[config.mk]
export PLATFORM = sky130hd
export DESIGN_NAME = uart_tx_arbiter
export DESIGN_NICKNAME = d
export VERILOG_FILES = /design/src/rtl/uart_tx_arbiter.sv
export SDC_FILE = /design/constraint.sdc
export NUM_CORES = 1
export LEC_CHECK = 0
export BUFFER_PORTS_ARGS = -buffer_cell sky130_fd_sc_hd__buf_2
export CAP_MARGIN = 20
export CORE_MARGIN = 2
export CORE_UTILIZATION = 35
export CTS_CLUSTER_DIAMETER = 40
export CTS_CLUSTER_SIZE = 14
export DETAILED_ROUTE_END_ITERATION = 6
export HOLD_SLACK_MARGIN = 0.15
export PLACE_DENSITY = 0.57
export SLEW_MARGIN = 30
export SYNTH_ARGS = -nofsm -noshare
export SYNTH_HDL_FRONTEND = slang
export SYNTH_SLANG_ARGS = --single-unit
[constraint.sdc]
create_clock -name clk -period 4.1 [get_ports clk]
set_input_delay 0.82 -clock clk [delete_from_list [all_inputs] [get_ports clk]]
set_output_delay 0.82 -clock clk [all_outputs]
set_load 0.1 [all_outputs]
[src/rtl/uart_tx_arbiter.sv]
// Round-robin, per-byte arbiter that shares one tx_uart between NUM_REQ byte producers.
// Optional macro UART_ARB_CRLF_EN expands a loaded 0x0A into the pair 0x0D, 0x0A.
module uart_tx_arbiter #(
    parameter int unsigned NUM_REQ      = 4,
    parameter int unsigned ID_W         = 2,
    parameter int unsigned LOCK_TIMEOUT = 1024
) (
    input  logic                 clk,
    input  logic                 resetn,
    input  logic [NUM_REQ-1:0]   req_valid,
    input  logic [8*NUM_REQ-1:0] req_data,
    input  logic [NUM_REQ-1:0]   req_lock,
    output logic [NUM_REQ-1:0]   req_ready,
    output logic                 uart_valid,
    output logic [7:0]           uart_data,
    input  logic                 uart_ready,
    output logic [ID_W-1:0]      grant_id,
    output logic                 lock_active,
    output logic                 busy
);

    typedef enum logic [2:0] {
        ST_IDLE,
        ST_LOAD,
        ST_BUSY,
`ifdef UART_ARB_CRLF_EN
        ST_LOAD_LF,
`endif
        ST_GAP
    } state_t;

    state_t             state_q, state_d;
    logic [ID_W-1:0]    rr_q, rr_d;
    logic [15:0]        tmo_q, tmo_d;
    logic               valid_d, lock_d, busy_d;
    logic [7:0]         data_d;
    logic [NUM_REQ-1:0] ready_d;
    logic [ID_W-1:0]    grant_d;
`ifdef UART_ARB_CRLF_EN
    logic               crlf_q, crlf_d;
`endif

    logic               found, owner_valid, eligible;
    logic [ID_W-1:0]    pick, sel;
    logic [7:0]         sel_byte;
    logic               sel_lock;

    // First valid requester at or after rr_q, wrapping modulo NUM_REQ.
    always_comb begin
        int unsigned idx;
        found = 1'b0;
        pick  = '0;
        idx   = 0;
        for (int unsigned k = 0; k < NUM_REQ; k++) begin
            idx = 32'(rr_q) + k;
            if (idx >= NUM_REQ) idx = idx - NUM_REQ;
            for (int unsigned j = 0; j < NUM_REQ; j++) begin
                if (!found && j == idx && req_valid[j]) begin
                    found = 1'b1;
                    pick  = ID_W'(j);
                end
            end
        end
    end

    // While locked only the owner may be chosen.
    always_comb begin
        owner_valid = 1'b0;
        for (int unsigned k = 0; k < NUM_REQ; k++) begin
            if (ID_W'(k) == grant_id) owner_valid = req_valid[k];
        end
        sel      = lock_active ? grant_id : pick;
        eligible = lock_active ? owner_valid : found;
        sel_byte = '0;
        sel_lock = 1'b0;
        for (int unsigned k = 0; k < NUM_REQ; k++) begin
            if (ID_W'(k) == sel) begin
                sel_byte = req_data[8*k +: 8];
                sel_lock = req_lock[k];
            end
        end
    end

    always_comb begin
        state_d = state_q;
        rr_d    = rr_q;
        tmo_d   = tmo_q;
        valid_d = uart_valid;
        data_d  = uart_data;
        ready_d = '0;
        grant_d = grant_id;
        lock_d  = lock_active;
`ifdef UART_ARB_CRLF_EN
        crlf_d  = crlf_q;
`endif
        case (state_q)
            ST_IDLE: begin
                if (eligible) begin
                    state_d = ST_LOAD;
                    data_d  = sel_byte;
                    valid_d = 1'b1;
                    for (int unsigned k = 0; k < NUM_REQ; k++) begin
                        ready_d[k] = (ID_W'(k) == sel);
                    end
                    grant_d = sel;
                    rr_d    = (sel == ID_W'(NUM_REQ - 1)) ? '0 : sel + ID_W'(1);
                    lock_d  = sel_lock;
                    tmo_d   = '0;
`ifdef UART_ARB_CRLF_EN
                    if (sel_byte == 8'h0A) begin
                        data_d = 8'h0D;
                        crlf_d = 1'b1;
                    end
`endif
                end else if (lock_active) begin
                    if (tmo_q == 16'(LOCK_TIMEOUT - 1)) begin
                        lock_d = 1'b0;
                        tmo_d  = '0;
                    end else begin
                        tmo_d = tmo_q + 16'd1;
                    end
                end
            end
            ST_LOAD: state_d = ST_BUSY;
            ST_BUSY: begin
                if (uart_ready) begin
                    valid_d = 1'b0;
                    state_d = ST_GAP;
                end
            end
            ST_GAP: begin
                state_d = ST_IDLE;
`ifdef UART_ARB_CRLF_EN
                if (crlf_q) begin
                    state_d = ST_LOAD_LF;
                    data_d  = 8'h0A;
                    valid_d = 1'b1;
                    crlf_d  = 1'b0;
                end
`endif
            end
`ifdef UART_ARB_CRLF_EN
            ST_LOAD_LF: state_d = ST_BUSY;
`endif
            default: state_d = ST_IDLE;
        endcase
        busy_d = (state_d != ST_IDLE);
    end

    always_ff @(posedge clk or negedge resetn) begin
        if (!resetn) begin
            state_q     <= ST_IDLE;
            rr_q        <= '0;
            tmo_q       <= '0;
            uart_valid  <= 1'b0;
            uart_data   <= '0;
            req_ready   <= '0;
            grant_id    <= '0;
            lock_active <= 1'b0;
            busy        <= 1'b0;
`ifdef UART_ARB_CRLF_EN
            crlf_q      <= 1'b0;
`endif
        end else begin
            state_q     <= state_d;
            rr_q        <= rr_d;
            tmo_q       <= tmo_d;
            uart_valid  <= valid_d;
            uart_data   <= data_d;
            req_ready   <= ready_d;
            grant_id    <= grant_d;
            lock_active <= lock_d;
            busy        <= busy_d;
`ifdef UART_ARB_CRLF_EN
            crlf_q      <= crlf_d;
`endif
        end
    end

endmodule

==> run_results.csv, run 1 <==
group,metric,value,unit
global_routing,grt_pass1_vias,1922,
final_layout,n_antenna_cell,0,
worst_setup_path,crit_buf_inv,2,
floorplan,num_rows,28,
logic_synthesis,yosys_warnings,0,
cts,cts_resized,0,
logic_synthesis,post_synth_num_cell_types,46,
worst_setup_path,worst_path_max_delay_cell,"nor2b_1",
global_routing,grt_pass1_wl,8780,um
worst_hold_path,worst_hold_path_type,"in2async",
timing,drv_slew,0,
logic_synthesis,async_flop_share,1.00,
global_routing,grt-ovfl-total,0,
logic_synthesis,synth_area_leaders,"dfrtp_1 (43%), a21oi_1 (6.2%), nor2_1 (3.6%)",
worst_setup_path,start_kind,"primary input",
worst_setup_path,crit_family,"compound AO/OA/AOI/OAI gates",
timing,whs,0.483,ns
timing,max_freq,313,MHz
timing,rsz0062_at_grt,"false",
worst_setup_path,worstSetupStartpoint,"req_valid[0]",
logic_synthesis,synth-seq-area-share,0.434,
cts,clock_sinks,38,
global_routing,grtUsageTotal,0.154,
routing,drt-pass1-iter-count,4,
final_layout,finish.instance_area,2630,um2
timing,hold_viol_final,0,
final_layout,nets,345,
cts,cts_root_buffer,"clkbuf_8",
global_routing,antenna_found_initial,0,
worst_setup_path,critPathMaxFanout,11,
cts,numCtsBuffers,5,
logic_synthesis,synth_top_area_share,0.434,
floorplan,ioPinCount,60,
final_layout,fill_cells,612,
floorplan,die-area,6910,um2
worst_setup_path,end_kind,"flip-flop",
power_and_ir_drop,power_density,855,nW/um2
logic_synthesis,netlist_area,2190,um2
global_routing,grt_util_met2,0.248,
outcome,outcome,"finished, final reports clean",
logic_synthesis,synth-edff-count,0,
placed_design,place.gp.congestion,0.863,
routing,drc_errors,0,
routing,via_count,1983,
worst_setup_path,r2r_cells,11,
timing,finClkSkew,0.00837,ns
floorplan,fp.dieH,83.1,um
worst_setup_path,path_class,"in2reg",
power_and_ir_drop,irDropWorstVdd,478,uV
cts,cts_tree,"done",
cts,cts-hold-fix-buffers,0,
timing,period_needed,3.19,ns
routing,wl_per_cell,13.6,um
worst_setup_path,required,4.33,ns
worst_setup_path,arrival,3.42,ns
cts,insertion_delay,0.29,ns
placed_design,post_dp_cell_area,2530,um2
worst_setup_path,r2r_slack,1.16,ns
timing,maxSlewHeadroom,0.575,
logic_synthesis,synth_fp_nets,290,
worst_setup_path,rr_endpoint,"lock_active$_DFFE_PN0P_",
cts,cts_htree_levels,2,
global_routing,grt.met3_usage,0.0437,
cts,cts_setup_buffers,0,
logic_synthesis,yosys.area.top_type,"dfrtp_1",
routing,viasPerCell,5.32,
run,cap_violations,0,
floorplan,start_util,0.366,
cts,cts_buffer_depth,2,
floorplan,fp.coreArea,5990,um2
logic_synthesis,syn_avg_cell_area,9.05,um2
cts,clk_pin_slew,0.08,ns
final_layout,area_growth,20.1,%
routing,wl,5070,um
timing,post-route-period-util,0.778,
logic_synthesis,postSynthCellCount,242,
routing,ant_nets,0,
logic_synthesis,yosys-top-cells-count,"dfrtp_1 (38), a21oi_1 (27), nor2_1 (21)",
power_and_ir_drop,finalPower,2.25,mW
logic_synthesis,synth-seq-cells,38,
timing,fin_setup_tns,0,ns
logic_synthesis,synthFlopType,"dfrtp_1",
placed_design,place_hpwl,3660,um
worst_setup_path,rr_startpoint,"rr_q[1]$_DFFE_PN0P_",
floorplan,fp.dieW,83.1,um
placed_design,io_buffers,59,
logic_synthesis,yosysMostFrequentCell,"dfrtp_1",
worst_setup_path,slowest_delay,0.56,ns
global_routing,busiest_layer,"met2",
timing,worst_pin_slew,0.636,ns
final_layout,final_util,0.439,
worst_setup_path,cp_num_cells,12,
routing,drt_iter0_drc,72,
final_layout,drive_above_1_share,0.272,
worst_setup_path,endpoint,"lock_active$_DFFE_PN0P_",
global_routing,grt_start_max_net_pins,39,
worst_setup_path,path_cells,"buf_2 -> and2_1 -> o21ai_0 -> a21oi_1 -> o31ai_1 -> inv_1 -> ha_1 -> nor2b_1 -> a221o_1 -> a22oi_1 -> o211ai_1 -> o21a_1",
global_routing,grtUsageMet1,0.198,
timing,finalSetupViolCount,0,
power_and_ir_drop,p_leak,1.21,nW
[cells by family after synthesis]
kind of cell | count (synthesis) | share of synthesized area
other | 1 | 0.00171
buffers and inverters | 21 | 0.0388
xor gates and xnor gates | 1 | 0.00400
adders and majority gates | 5 | 0.0286
DFF | 38 | 0.434
AOI/OAI and AO/OA | 74 | 0.226
and+or+nand+nor | 95 | 0.231
muxes | 7 | 0.0360
[worst min-delay path by stage]
| stage | from | end | slack [ns] | cells past startpoint |
|---|---|---|---|---|
| after floorplan | state_q[2]$_DFF_PN0_ | state_q[1]$_DFF_PN0_ | 0.45 | 1 |
| after global placement | state_q[2]$_DFF_PN0_ | state_q[1]$_DFF_PN0_ | 0.47 | 1 |
| after detailed placement | state_q[2]$_DFF_PN0_ | state_q[1]$_DFF_PN0_ | 0.47 | 1 |
| after CTS | state_q[2]$_DFF_PN0_ | state_q[1]$_DFF_PN0_ | 0.49 | 1 |
| after global routing | state_q[2]$_DFF_PN0_ | state_q[1]$_DFF_PN0_ | 0.51 | 1 |
| final | resetn | tmo_q[2]$_DFFE_PN0P_ | 0.48 | 1 |
[routing by layer]
| metal | up-vias | part of all wire |
|---|---|---|
| li1 | 990 | - |
| met1 | 930 | 0.46 |
| met2 | 59 | 0.46 |
| met3 | 4 | 0.064 |
| met4 | 0 | 0.010 |
| met5 | - | 0 |
[placed cells by master, fill, tap and decap left out, types with 6 or more instances in the layout]
cell	instances
a21oi_1	27
nand3_1	9
dfrtp_1	38
nor3_1	10
inv_1	10
a22o_1	7
clkbuf_8	6
nor2b_1	12
and2_1	7
nand2_1	14
nor2_1	21
buf_2	58
o21ai_0	15
a221oi_1	8
[where the power goes]
group / switching (mW) / internal (mW) / total (mW)
clock: 0.136 / 0.135 / 0.271
sequential: 0.0819 / 0.480 / 0.562
combinational: 1.03 / 0.386 / 1.42
total: 1.25 / 1.00 / 2.25
[layout make-up]
class	instances	area, um2	share of cell area
timing repair buffer	59	298	0.113
clock buffer	6	82.6	0.0314
inverter	10	37.5	0.0143
clock inverter	2	12.5	0.00476
sequential	38	951	0.361
tap	75	93.8	0.0357
multi-input combinational	183	1160	0.439
[metrics by stage]
| step | setup WS, ns | std cells |
|---|---|---|
| floorplan | 1.26 | 242 |
| global placement | 0.667 | 365 |
| detailed placement | 0.618 | 365 |
| CTS | 0.909 | 373 |
| global route | 0.495 | 373 |
| finish | 0.909 | 373 |
[registers in the layout (all words and copies together) (netlist names)]
name         flops
busy             1
uart_valid       1
state_q          3
lock_active      1
grant_id         2
req_ready        4
uart_data        8
rr_q             2
tmo_q           16
No activity file was read; power rests on OpenSTA's default activity.
==> run 2: changes to the inputs <==
--- a/config.mk
+++ b/config.mk
@@ -13,7 +13,7 @@
 export CTS_CLUSTER_SIZE = 14
 export DETAILED_ROUTE_END_ITERATION = 6
 export HOLD_SLACK_MARGIN = 0.15
-export PLACE_DENSITY = 0.57
+export PLACE_DENSITY = 0.59
 export SLEW_MARGIN = 30
 export SYNTH_ARGS = -nofsm -noshare
 export SYNTH_HDL_FRONTEND = slang
==> constraint.sdc (replaced) <==
create_clock -name clk -period 2.8 [get_ports clk]
set_input_delay 0.56 -clock clk [delete_from_list [all_inputs] [get_ports clk]]
set_output_delay 0.56 -clock clk [all_outputs]
set_load 0.1 [all_outputs]
==> run 2 against run 1 <==
Hold slack worse by 0.26 ns. Die area stayed put. Setup slack worse by 0.50 ns. Critical path depth stayed put. Via count is 0.15% higher. Cell area is 2.2% higher. Critical path type unchanged. Largest cell class unchanged. Largest power group unchanged.
==> run_results.csv, run 2 (same netlist as run 1, synthesis figures left out) <==
group,metric,value,unit
placed_design,place.gp.congestion,0.772,
power_and_ir_drop,pwr-share-comb,0.638,
final_layout,nets,351,
final_layout,area_growth,22.8,%
routing,dr.max_layer_used,"met4",
floorplan,die-area,6910,um2
timing,post-route-period-util,0.855,
routing,via_count,1986,
cts,cts-hold-fix-buffers,0,
worst_hold_path,worst_hold_path_type,"in2async",
power_and_ir_drop,power.switching,1.85,mW
cts,numCtsBuffers,5,
timing,fin_ws,0.405,ns
final_layout,finish.instance_area,2690,um2
routing,wl,5070,um
routing,ant_nets,0,
floorplan,ioPinCount,60,
timing,finClkSkew,0.00996,ns
placed_design,io_buffers,59,
outcome,outcome,"finished, final reports clean",
cts,cts_root_buffer,"clkbuf_8",
floorplan,start_util,0.366,
routing,wl_met1,2410,um
final_layout,final_cell_mix,"buf_2 (58), dfrtp_1 (38), a21oi_1 (27), nor2_1 (21), o21ai_0 (15)",
routing,drc_errors,0,
global_routing,grt_pass1_wl,8480,um
final_layout,final_common_cell,"buf_2",
power_and_ir_drop,p_leak,1.25,nW
power_and_ir_drop,sequentialPowerShare,0.245,
cts,cts_buffer_depth,2,
cts,clk_pin_slew,0.08,ns
timing,rsz0062_at_grt,"false",
final_layout,n_antenna_cell,0,
timing,maxSlewHeadroom,0.611,
global_routing,grtUsageTotal,0.147,
global_routing,antenna_found_initial,0,
worst_setup_path,arrival,2.59,ns
worst_setup_path,required,2.99,ns
final_layout,reg_top3,"tmo_q (16), uart_data (8), req_ready (4)",
placed_design,place_ws,-0.0431,ns
placed_design,place_hpwl,3690,um
placed_design,post_dp_cell_area,2590,um2
timing,worst_pin_slew,0.584,ns
cts,cts_htree_levels,2,
floorplan,fp.dieH,83.1,um
global_routing,grt-ovfl-total,0,
floorplan,num_rows,28,
worst_setup_path,worstSetupStartpoint,"req_valid[2]",
global_routing,grt_pass1_vias,1885,
worst_setup_path,rr_startpoint,"rr_q[1]$_DFFE_PN0P_",
timing,period_needed,2.39,ns
cts,cts_setup_buffers,0,
worst_setup_path,end_kind,"flip-flop",
routing,wl_met2,2330,um
routing,viasPerCell,5.24,
cts,insertion_delay,0.29,ns
timing,hold_viol_final,0,
timing,drv_slew,0,
routing,wl_per_cell,13.4,um
timing,max_freq,418,MHz
final_layout,largest_register_ff_count,16,
cts,cts_tree,"done",
routing,drt-pass1-iter-count,4,
power_and_ir_drop,swShare,0.547,
worst_setup_path,start_kind,"primary input",
run,cap_violations,0,
timing,finalSetupViolCount,0,
floorplan,fp.dieW,83.1,um
final_layout,drive_above_1_share,0.286,
global_routing,grt_start_max_net_pins,39,
final_layout,fill_cells,595,
final_layout,top_register,"tmo_q",
worst_setup_path,path_class,"in2reg",
worst_setup_path,critPathMaxFanout,9,
routing,drt_iter0_drc,80,
power_and_ir_drop,power_density,1260,nW/um2
power_and_ir_drop,internal_power,1.54,mW
routing,wl_met3,267,um
power_and_ir_drop,irDropWorstVdd,892,uV
floorplan,fp.coreArea,5990,um2
cts,cts_resized,0,
power_and_ir_drop,clkPwrFrac,0.117,
cts,clock_sinks,38,
power_and_ir_drop,finalPower,3.39,mW
-- run 2: cell count changes in the layout (fill, tap and decap cells not counted), sizes merged --
cell / change
buf: +6
-- run 2: final timing paths --
kind | slack (ns) | cells after the start | end
setup / recovery | 0.41 | 12 | lock_active$_DFFE_PN0P_
hold / removal | 0.22 | 1 | tmo_q[4]$_DFFE_PN0P_
setup reg to reg | 0.41 | 11 | lock_active$_DFFE_PN0P_
hold reg to reg | 0.48 | 1 | state_q[1]$_DFF_PN0_
max in group asynchronous | 2.23 | 1 | tmo_q[10]$_DFFE_PN0P_
min in group clk | 0.48 | 1 | state_q[1]$_DFF_PN0_
-- run 2: cell type report --
class / count / area (um2) / share of cell area
Tap cell: 75 / 93.8 / 0.0349
Clock buffer: 6 / 82.6 / 0.0307
Multi-Input combinational cell: 183 / 1160 / 0.430
Sequential cell: 38 / 951 / 0.353
Inverter: 10 / 37.5 / 0.0140
Timing Repair Buffer: 65 / 355 / 0.132
Clock inverter: 2 / 12.5 / 0.00465
-- run 2: per-layer routing --
layer | global-route usage | vias up
met5 | 0 | -
li1 | - | 995
met1 | 0.189 | 930
met4 | 0.0402 | 0
met3 | 0.0328 | 5
met2 | 0.250 | 56
-- run 2: power by group through the flow --
stage	sequential (mW)	combinational, mW	clock (mW)
2_1_floorplan	1.62	0.942	0
3_3_place_gp	0.832	2.15	0
3_5_place_dp	0.834	2.17	0
4_1_cts	0.830	2.17	0.412
5_1_grt	0.855	2.34	0.432
6_report	0.829	2.16	0.397
-- run 2: stage by stage --
stage | utilization | setup TNS [ns] | hold WS (ns) | instances
2_1_floorplan | - | 0 | 0.264 | 242
3_3_place_gp | 0.432 | 0 | 0.471 | 371
3_5_place_dp | 0.432 | -0.0667 | 0.478 | 371
4_1_cts | 0.448 | 0 | 0.412 | 379
5_1_grt | 0.449 | 0 | 0.265 | 379
6_report | 0.449 | 0 | 0.220 | 379
-- run 2: worst max-delay path, stage by stage --
cell	delay (ns)
buf_2	0.13
o21ai_0	0.16
a21oi_1	0.09
nor3b_1	0.18
o31a_1	0.27
inv_1	0.10
ha_1	0.22
nor2b_2	0.21
a221o_1	0.30
a22oi_1	0.14
o211ai_1	0.10
o21a_1	0.12
==> run 3: changes to the inputs <==
--- a/config.mk
+++ b/config.mk
@@ -5,7 +5,7 @@
 export SDC_FILE = /design/constraint.sdc
 export NUM_CORES = 1
 export LEC_CHECK = 0
-export BUFFER_PORTS_ARGS = -buffer_cell sky130_fd_sc_hd__buf_2
+export BUFFER_PORTS_ARGS = -buffer_cell sky130_fd_sc_hd__buf_4
 export CAP_MARGIN = 20
 export CORE_MARGIN = 2
 export CORE_UTILIZATION = 35
==> run 3 against run 2 <==
First-iteration DRC count is 34% lower. Combinational power grew 4%. Count of clock-buffer cells in the layout shrank 1. Via count up 1.0%. Global-route usage increased by 1.3 points. Sequential cell count unchanged. Utilization rose by 2.6 points. Die area is the same. Clock power up 18%. Cell count up 0.26%. Wire length rose by 4.6%. Highest routed layer unchanged.
==> run_results.csv, run 3 (same netlist as run 1, synthesis figures left out) <==
group,metric,value,unit
power_and_ir_drop,irDropWorstVdd,873,uV
routing,drc_errors,0,
global_routing,grt_start_max_net_pins,39,
timing,drv_slew,0,
cts,cts_setup_buffers,0,
floorplan,fp.dieW,83.1,um
global_routing,grt_pass1_wl,9120,um
placed_design,place_hpwl,3900,um
floorplan,start_util,0.366,
cts,cts_tree,"done",
placed_design,io_buffers,59,
routing,viasPerCell,5.28,
final_layout,n_antenna_cell,0,
placed_design,post_dp_cell_area,2730,um2
final_layout,drive_above_1_share,0.289,
final_layout,largest_register_ff_count,16,
routing,wl_per_cell,14.0,um
run,cap_violations,0,
worst_setup_path,critPathMaxFanout,9,
timing,worst_pin_slew,0.544,ns
timing,post-route-period-util,0.873,
worst_setup_path,required,3.04,ns
timing,hold_viol_final,0,
outcome,outcome,"finished, final reports clean",
timing,maxSlewHeadroom,0.638,
placed_design,place.gp.congestion,0.844,
global_routing,grtUsageTotal,0.160,
final_layout,regArea,951,um2
timing,rsz0062_at_grt,"false",
timing,period_needed,2.45,ns
final_layout,fill_cells,576,
worst_hold_path,worst_hold_path_type,"in2async",
floorplan,die-area,6910,um2
cts,clock_sinks,38,
worst_setup_path,arrival,2.69,ns
routing,drt-pass1-iter-count,4,
worst_setup_path,end_kind,"flip-flop",
final_layout,nets,352,
timing,whs,0.219,ns
floorplan,fp.coreArea,5990,um2
final_layout,multi_input_area,1160,um2
floorplan,num_rows,28,
worst_setup_path,worst_path_max_delay_cell,"dfrtp_1",
routing,via_count,2006,
worst_setup_path,path_class,"reg2reg",
final_layout,final_cell_mix,"buf_4 (66), dfrtp_1 (38), a21oi_1 (27), nor2_1 (21), o21ai_0 (15)",
cts,insertion_delay,0.29,ns
power_and_ir_drop,p_leak,1.31,nW
routing,wl,5300,um
power_and_ir_drop,power_density,1250,nW/um2
cts,clk_pin_slew,0.08,ns
cts,cts_htree_levels,2,
worst_setup_path,endpoint,"lock_active$_DFFE_PN0P_",
routing,drt_iter0_drc,53,
worst_setup_path,start_kind,"flip-flop",
floorplan,ioPinCount,60,
worst_setup_path,worstSetupStartpoint,"rr_q[1]$_DFFE_PN0P_",
worst_setup_path,path_cells,"inv_1 -> a21oi_1 -> o221a_2 -> o31a_1 -> inv_1 -> ha_1 -> nor2b_2 -> a221o_1 -> a22oi_1 -> o211ai_1 -> o21a_1",
worst_setup_path,r2r_slack,0.35,ns
worst_setup_path,crit_buf_inv,2,
global_routing,antenna_found_initial,0,
final_layout,top_register,"tmo_q",
timing,fin_setup_tns,0,ns
final_layout,area_growth,29.8,%
global_routing,grt-ovfl-total,0,
timing,finalSetupViolCount,0,
timing,finClkSkew,0.00680,ns
worst_setup_path,r2r_cells,11,
final_layout,final_common_cell,"buf_4",
worst_setup_path,rr_endpoint,"lock_active$_DFFE_PN0P_",
global_routing,grt_pass1_vias,1991,
worst_setup_path,slowest_delay,0.43,ns
worst_setup_path,rr_startpoint,"rr_q[1]$_DFFE_PN0P_",
routing,ant_nets,0,
worst_setup_path,critPathMostFrequentCell,"inv_1",
cts,cts-hold-fix-buffers,0,
worst_setup_path,crit_family,"compound AO/OA/AOI/OAI gates",
cts,cts_buffer_depth,2,
final_layout,finish.instance_area,2840,um2
worst_setup_path,cp_num_cells,11,
timing,max_freq,409,MHz
cts,cts_resized,0,
cts,cts_root_buffer,"clkbuf_8",
floorplan,fp.dieH,83.1,um
cts,numCtsBuffers,5,
final_layout,reg_top3,"tmo_q (16), uart_data (8), req_ready (4)",
## run 3: changes by cell type in the layout (fill, tap and decap cells not counted)
cell / delta
clkinvlp_4: -1
clkbuf_8: -1
buf_12: -1
buf_2: -58
clkinv_2: +1
buf_4: +60
bufinv_16: +1
## run 3: through the flow
| stage | std cells | power [mW] | util | worst slack [ns] |
|---|---|---|---|---|
| 6_report | 380 | 3.54 | 0.475 | 0.355 |
| 4_1_cts | 380 | 3.58 | 0.474 | 0.137 |
| 2_1_floorplan | 242 | 2.56 | - | 0.125 |
| 3_5_place_dp | 372 | 3.10 | 0.456 | -0.0642 |
| 5_1_grt | 380 | 3.81 | 0.475 | 0.0570 |
| 3_3_place_gp | 372 | 3.08 | 0.456 | -0.0339 |
## run 3: where the power goes
part           switching [mW]  leakage, nW  internal [mW]
clock                   0.206       0.0579          0.262
sequential              0.126        0.487          0.703
combinational            1.53        0.764          0.710
## run 3: how the worst min path moves through the flow
| stage | startpoint | end | slack (ns) | depth (start not counted) |
|---|---|---|---|---|
| global route | resetn | busy$_DFF_PN0_ | 0.27 | 1 |
| floorplan | resetn | busy$_DFF_PN0_ | 0.26 | 0 |
| CTS | resetn | busy$_DFF_PN0_ | 0.25 | 1 |
| finish | resetn | tmo_q[3]$_DFFE_PN0P_ | 0.22 | 1 |
| detailed placement | state_q[2]$_DFF_PN0_ | state_q[1]$_DFF_PN0_ | 0.48 | 1 |
| global placement | state_q[2]$_DFF_PN0_ | state_q[1]$_DFF_PN0_ | 0.47 | 1 |
## run 3: area by class of cell
class / count / area share
well taps: 75 / 0.0330
repair buffers: 66 / 0.174
multi-input cells: 183 / 0.407
clock inverters: 3 / 0.0141
inverters: 10 / 0.0132
flip-flops and latches: 38 / 0.334
clock buffers: 5 / 0.0242
## run 3: per-layer routing
metal / wire length, um / part of all wire / global-route usage
met1: 2410 / 0.45 / 0.200
met2: 2490 / 0.47 / 0.267
met3: 344 / 0.065 / 0.0477
met4: 59 / 0.011 / 0.0462
met5: 0 / 0 / 0
